==> config.mk <==
export PLATFORM = sky130hd
export DESIGN_NAME = t07_wb_manager
export DESIGN_NICKNAME = d
export VERILOG_FILES = /design/src/rtl/t07_wb_pkg.sv /design/src/rtl/t07_wb_manager.sv
export SDC_FILE = /design/constraint.sdc
export NUM_CORES = 1
export LEC_CHECK = 0
export ABC_AREA = 0
export BUFFER_PORTS_ARGS = -buffer_cell sky130_fd_sc_hd__buf_2
export CAP_MARGIN = 5
export CORE_MARGIN = 8
export CORE_UTILIZATION = 40
export CTS_CLUSTER_SIZE = 10
export DETAILED_ROUTE_END_ITERATION = 16
export PLACE_DENSITY = 0.7
export SKIP_CTS_REPAIR_TIMING = 1
export SYNTH_ARGS = -nofsm -noshare
export SYNTH_HDL_FRONTEND = slang
export SYNTH_SLANG_ARGS = --single-unit
==> constraint.sdc <==
create_clock -name clk -period 2.22 [get_ports clk]
set_input_delay 0.111 -clock clk [delete_from_list [all_inputs] [get_ports clk]]
set_output_delay 0.111 -clock clk [all_outputs]
set_load 0.005 [all_outputs]
==> src/rtl/t07_wb_pkg.sv <==
// Shared types and constants for the t07 Wishbone manager.
package t07_wb_pkg;

   // Transaction sequencer states.
   typedef enum logic [1:0] {
      IDLE = 2'd0,
      BUSY = 2'd1,
      DONE = 2'd2
   } wb_state_t;

   localparam logic [3:0]  WB_SEL_FULL = 4'hF;
   localparam logic [31:0] WB_ERR_DATA = 32'hDEADBEEF;

endpackage : t07_wb_pkg

==> src/rtl/t07_wb_manager.sv <==
// Wishbone B4 classic single-master bridge for the t07 MMIO decoder.
// One CYC/STB/ACK transaction per level request, with an ACK timeout
// so a dead slave cannot hang the core. DONE lasts one cycle so MMIO
// can drop its request before the next accept.
module t07_wb_manager
   import t07_wb_pkg::*;
#(
   parameter int unsigned TIMEOUT_CYCLES = 255,
   parameter logic [31:0] ERR_DATA       = WB_ERR_DATA
) (
   input  logic        clk,
   input  logic        nrst,
   input  logic        read_i,
   input  logic        write_i,
   input  logic [31:0] addr_i,
   input  logic [31:0] wdata_i,
   output logic [31:0] data_o,
   output logic        busy_o,
   output logic        busy_edge_o,
   output logic        err_o,
   output logic [31:0] adr_o,
   output logic [31:0] dat_o,
   output logic [3:0]  sel_o,
   output logic        we_o,
   output logic        cyc_o,
   output logic        stb_o,
   input  logic [31:0] dat_i,
   input  logic        ack_i
);

   localparam int unsigned CW = $clog2(TIMEOUT_CYCLES + 1);
   localparam logic [CW-1:0] CNT_LAST = CW'(TIMEOUT_CYCLES - 1);
   localparam logic [CW-1:0] CNT_ONE  = CW'(1);

   wb_state_t     state_q, state_d;
   logic [CW-1:0] cnt_q, cnt_d;
   logic [31:0]   adr_q, adr_d;
   logic [31:0]   dat_q, dat_d;
   logic [31:0]   data_q, data_d;
   logic          we_q, we_d;
   logic          cyc_q, cyc_d;
   logic          edge_q, edge_d;
   logic          err_q, err_d;
   logic          req_s;

   assign req_s = read_i | write_i;

   // Next-state and bus-register update for the IDLE/BUSY/DONE sequencer.
   always_comb begin
      state_d = state_q;
      cnt_d   = cnt_q;
      adr_d   = adr_q;
      dat_d   = dat_q;
      data_d  = data_q;
      we_d    = we_q;
      cyc_d   = cyc_q;
      edge_d  = 1'b0;
      err_d   = 1'b0;
      case (state_q)
         IDLE: begin
            if (req_s) begin
               adr_d   = addr_i;
               if (write_i) begin
                  dat_d = wdata_i;
               end else begin
                  dat_d = dat_q;
               end
               we_d    = write_i;
               cyc_d   = 1'b1;
               cnt_d   = '0;
               state_d = BUSY;
            end else begin
               state_d = IDLE;
            end
         end
         BUSY: begin
            cnt_d = cnt_q + CNT_ONE;
            if (ack_i) begin
               // An ack on the timeout cycle is still a normal completion.
               cyc_d   = 1'b0;
               we_d    = 1'b0;
               if (!we_q) begin
                  data_d = dat_i;
               end else begin
                  data_d = data_q;
               end
               edge_d  = 1'b1;
               state_d = DONE;
            end else if (cnt_q == CNT_LAST) begin
               cyc_d   = 1'b0;
               we_d    = 1'b0;
               if (!we_q) begin
                  data_d = ERR_DATA;
               end else begin
                  data_d = data_q;
               end
               edge_d  = 1'b1;
               err_d   = 1'b1;
               state_d = DONE;
            end else begin
               state_d = BUSY;
            end
         end
         DONE: begin
            // Requests still high here are the ones just served; ignore them.
            state_d = IDLE;
         end
         default: begin
            cyc_d   = 1'b0;
            we_d    = 1'b0;
            state_d = IDLE;
         end
      endcase
   end

   // State and output registers, cleared asynchronously so a reset drops CYC/STB at once.
   always_ff @(posedge clk or negedge nrst) begin
      if (!nrst) begin
         state_q <= IDLE;
         cnt_q   <= '0;
         adr_q   <= 32'h0000_0000;
         dat_q   <= 32'h0000_0000;
         data_q  <= 32'h0000_0000;
         we_q    <= 1'b0;
         cyc_q   <= 1'b0;
         edge_q  <= 1'b0;
         err_q   <= 1'b0;
      end else begin
         state_q <= state_d;
         cnt_q   <= cnt_d;
         adr_q   <= adr_d;
         dat_q   <= dat_d;
         data_q  <= data_d;
         we_q    <= we_d;
         cyc_q   <= cyc_d;
         edge_q  <= edge_d;
         err_q   <= err_d;
      end
   end

   // Busy stalls the CPU in the issue cycle and throughout BUSY, but not in DONE.
   always_comb begin
      busy_o = 1'b0;
      case (state_q)
         IDLE:    busy_o = req_s;
         BUSY:    busy_o = 1'b1;
         DONE:    busy_o = 1'b0;
         default: busy_o = 1'b0;
      endcase
   end

   assign data_o      = data_q;
   assign busy_edge_o = edge_q;
   assign err_o       = err_q;
   assign adr_o       = adr_q;
   assign dat_o       = dat_q;
   assign sel_o       = WB_SEL_FULL;
   assign we_o        = we_q;
   assign cyc_o       = cyc_q;
   assign stb_o       = cyc_q;

endmodule : t07_wb_manager

==> impl_metrics.py <==
metrics = {
    "cts": {
        "clkTransAtPathRegs_ps": 70,
        "clock_latency_ps": 360,
        "cts_tree": "done",
        "cts.sinks": 110,
        "numCtsBuffers": 9,
        "clockBufferDepth": 2,
        "cts_root_buffer": "clkbuf_16",
        "h-tree-depth": 3,
    },
    "die": {
        "die_x_um": 123.7,
        "pin_count": 207,
        "die_area_um2": 15300,
        "core_um2": 11370,
        "die_h_um": 123.7,
        "fp-row-count": 39,
        "start_util": 0.4081,
    },
    "global_routing": {
        "gr-total-overflow": 0,
        "grt_pass1_vias": 3787,
        "gr-usage-all-layers": 0.1579,
        "grt_antenna_before_repair": 0,
        "grt_pass1_wl_mm": 19.07,
        "grt_max_degree": 49,
    },
    "layout": {
        "layout_commonest_cell": "buf_2",
        "fillCellCount": 895,
        "diodes": 0,
        "final_area_um2": 6789,
        "syn2layout_area_growth_pct": 46.33,
        "utilization": 0.5971,
        "nets": 732,
        "final_cell_mix": "buf_2 (201), dfrtp_1 (110), dlygate4sd3_1 (71)",
        "drive_above_1_share": 0.4700,
    },
    "logic_synthesis": {
        "yosys_most_used_dff": "dfrtp_1",
        "synth_area_um2": 4639,
        "syn_inst": 362,
        "synth_seq_area_share": 0.5933,
        "yosys_warnings": 0,
        "yosys_register_bits": 110,
        "yosys.area.top_type": "dfrtp_1",
        "synth_top_cell_area_share": 0.5933,
        "synth.top_cells.by_area": "dfrtp_1 (59%), mux2_4 (9.4%), mux2_2 (8.5%)",
        "synth_edf_count": 0,
        "syn_area_per_cell_um2": 12.82,
        "yosys.cell_types.count": 36,
        "synthArstFlopShare": 1.000,
    },
    "timing": {
        "final.setup.tns_ps": 0,
        "setup_ws_ps": 363.0,
        "finalCritPeriodShare": 0.8365,
        "fmax_ghz": 0.5385,
        "skew_ps": 11.38,
        "period_needed_ps": 1857,
        "whs_ps": -7.962,
        "grt_setup_unrepaired": "no",
        "tightest_slew_ps": 524.7,
        "max_slew_margin": 0.6502,
        "final_max_slew_viol_count": 0,
        "setup_viol": 0,
        "hold_viol_final": 1,
    },
    "power": {
        "switching_share": 0.3310,
        "finalPower_mw": 8.686,
        "p_int_mw": 5.811,
        "p_seq_frac": 0.405,
        "cellPowerDensity_nw_per_um2": 1279,
        "max-vdd-ir-drop_uv": 994.2,
        "p_sw_mw": 2.875,
        "p_leak_nw": 3.359,
        "p_clk_frac": 0.193,
        "combPwrFrac": 0.402,
    },
    "worst_setup_path": {
        "critPathCaptureType": "register",
        "cp.required_ps": 2460,
        "path_max_fanout": 21,
        "rrSetupSlack_ps": 360,
        "cp-start-kind": "register",
        "critPathArrivalTime_ps": 2100,
        "critPathKind": "reg -> reg",
    },
    "route": {
        "drc_errors": 0,
        "vias": 3874,
        "drtIter0Drc": 270,
        "via_per_inst": 4.986,
        "avgRoutedWirePerCell_um": 17.71,
        "routed_wl_mm": 13.76,
        "dr.pass1.iters": 4,
        "ant_nets": 0,
    },
    "place": {
        "gp_congestion": 0.7639,
        "dp_worst_setup_slack_ps": 379.5,
        "io_buffers": 202,
        "dp_hpwl_mm": 9.016,
        "dpl-instance-area_um2": 5769,
    },
    "worst_hold_path": {
        "hp-class": "in -> reg",
    },
    "run_status": {
        "violations": "hold timing",
        "status": "finished with violations",
    },
    "run": {
        "cap_violations": 0,
    },
}
==> worst max-delay path, cell delays in order, from the launching register on <==
cell and delay (ps):
dfrtp_1 480, or2_1 350, or2_2 310, buf_4 250
mux2_4 330
==> flip-flops by register name (all words and copies together) (netlist names) <==
name,count
dat_o,32
we_o,1
data_o,32
cnt_q,8
adr_o,32
state_q,2
cyc_o,1
err_o,1
busy_edge_o,1
==> synth_stat cells, drive strengths merged (2+ instances only) <==
master  instances
a21oi          26
a22oi           8
buf            17
clkbuf         14
dfrtp         110
ha              2
inv             5
mux2           64
mux2i           5
nand2          14
nand2b          2
nand3           2
nand4           2
nor2           28
nor3            5
o21ai          16
o22ai          25
or2             2
or3             2
==> cell type report <==
type / instances / area (um2) / area share
flip-flops and latches: 110 / 2753 / 0.4055
repair buffers: 284 / 1832 / 0.2698
multi-input cells: 219 / 1698 / 0.2501
clock buffers: 10 / 239.0 / 0.03520
well taps: 143 / 178.9 / 0.02635
clock inverters: 6 / 70.07 / 0.01032
inverters: 5 / 18.77 / 0.002764
==> final timing paths <==
kind | start | endpoint | cells past startpoint
worst max-delay path | state_q[0] | adr_o[18] | 4
worst min-delay path | dat_i[17] | data_o[17] | 3
worst max register to register | state_q[0] | adr_o[18] | 4
worst min register to register | cnt_q[7] | cnt_q[7] | 1
max in group asynchronous | nrst | data_o[5] | 3
min in group asynchronous | nrst | adr_o[19] | 2
==> metrics by stage <==
stage | hold WS (ps) | cells
floorplan | -184.6 | 365
finish | -7.962 | 777
global route | 4.524 | 777
detailed placement | 46.64 | 690
global placement | 46.95 | 690
CTS | -341.7 | 706
==> metal layers <==
metal | vias up | GRT usage | share of wire
met5 | - | 0 | 0
met4 | 0 | 0.05117 | 0.016
met3 | 19 | 0.07162 | 0.096
met2 | 153 | 0.2568 | 0.51
met1 | 1895 | 0.1822 | 0.38
li1 | 1807 | - | -
==> kinds of logic after synthesis <==
group                      Yosys count  synth area share
buffers and inverters               36           0.04369
and+or+nand+nor                     63           0.06418
other                                1         0.0008083
muxes                               69            0.1896
AOI/OAI and AO/OA                   81            0.1030
DFF                                110            0.5933
adders and majority gates            2          0.005393
==> power groups by stage <==
stage	Combinational [mW]	Sequential [mW]	Clock, mW
4_1_cts	3.41	3.49	1.72
3_5_place_dp	3.40	3.51	0
3_3_place_gp	3.28	3.46	0
2_1_floorplan	1.97	3.53	0
5_1_grt	3.82	3.64	1.80
6_report	3.49	3.52	1.68
Note: power is estimated with default switching activity, not from simulation.
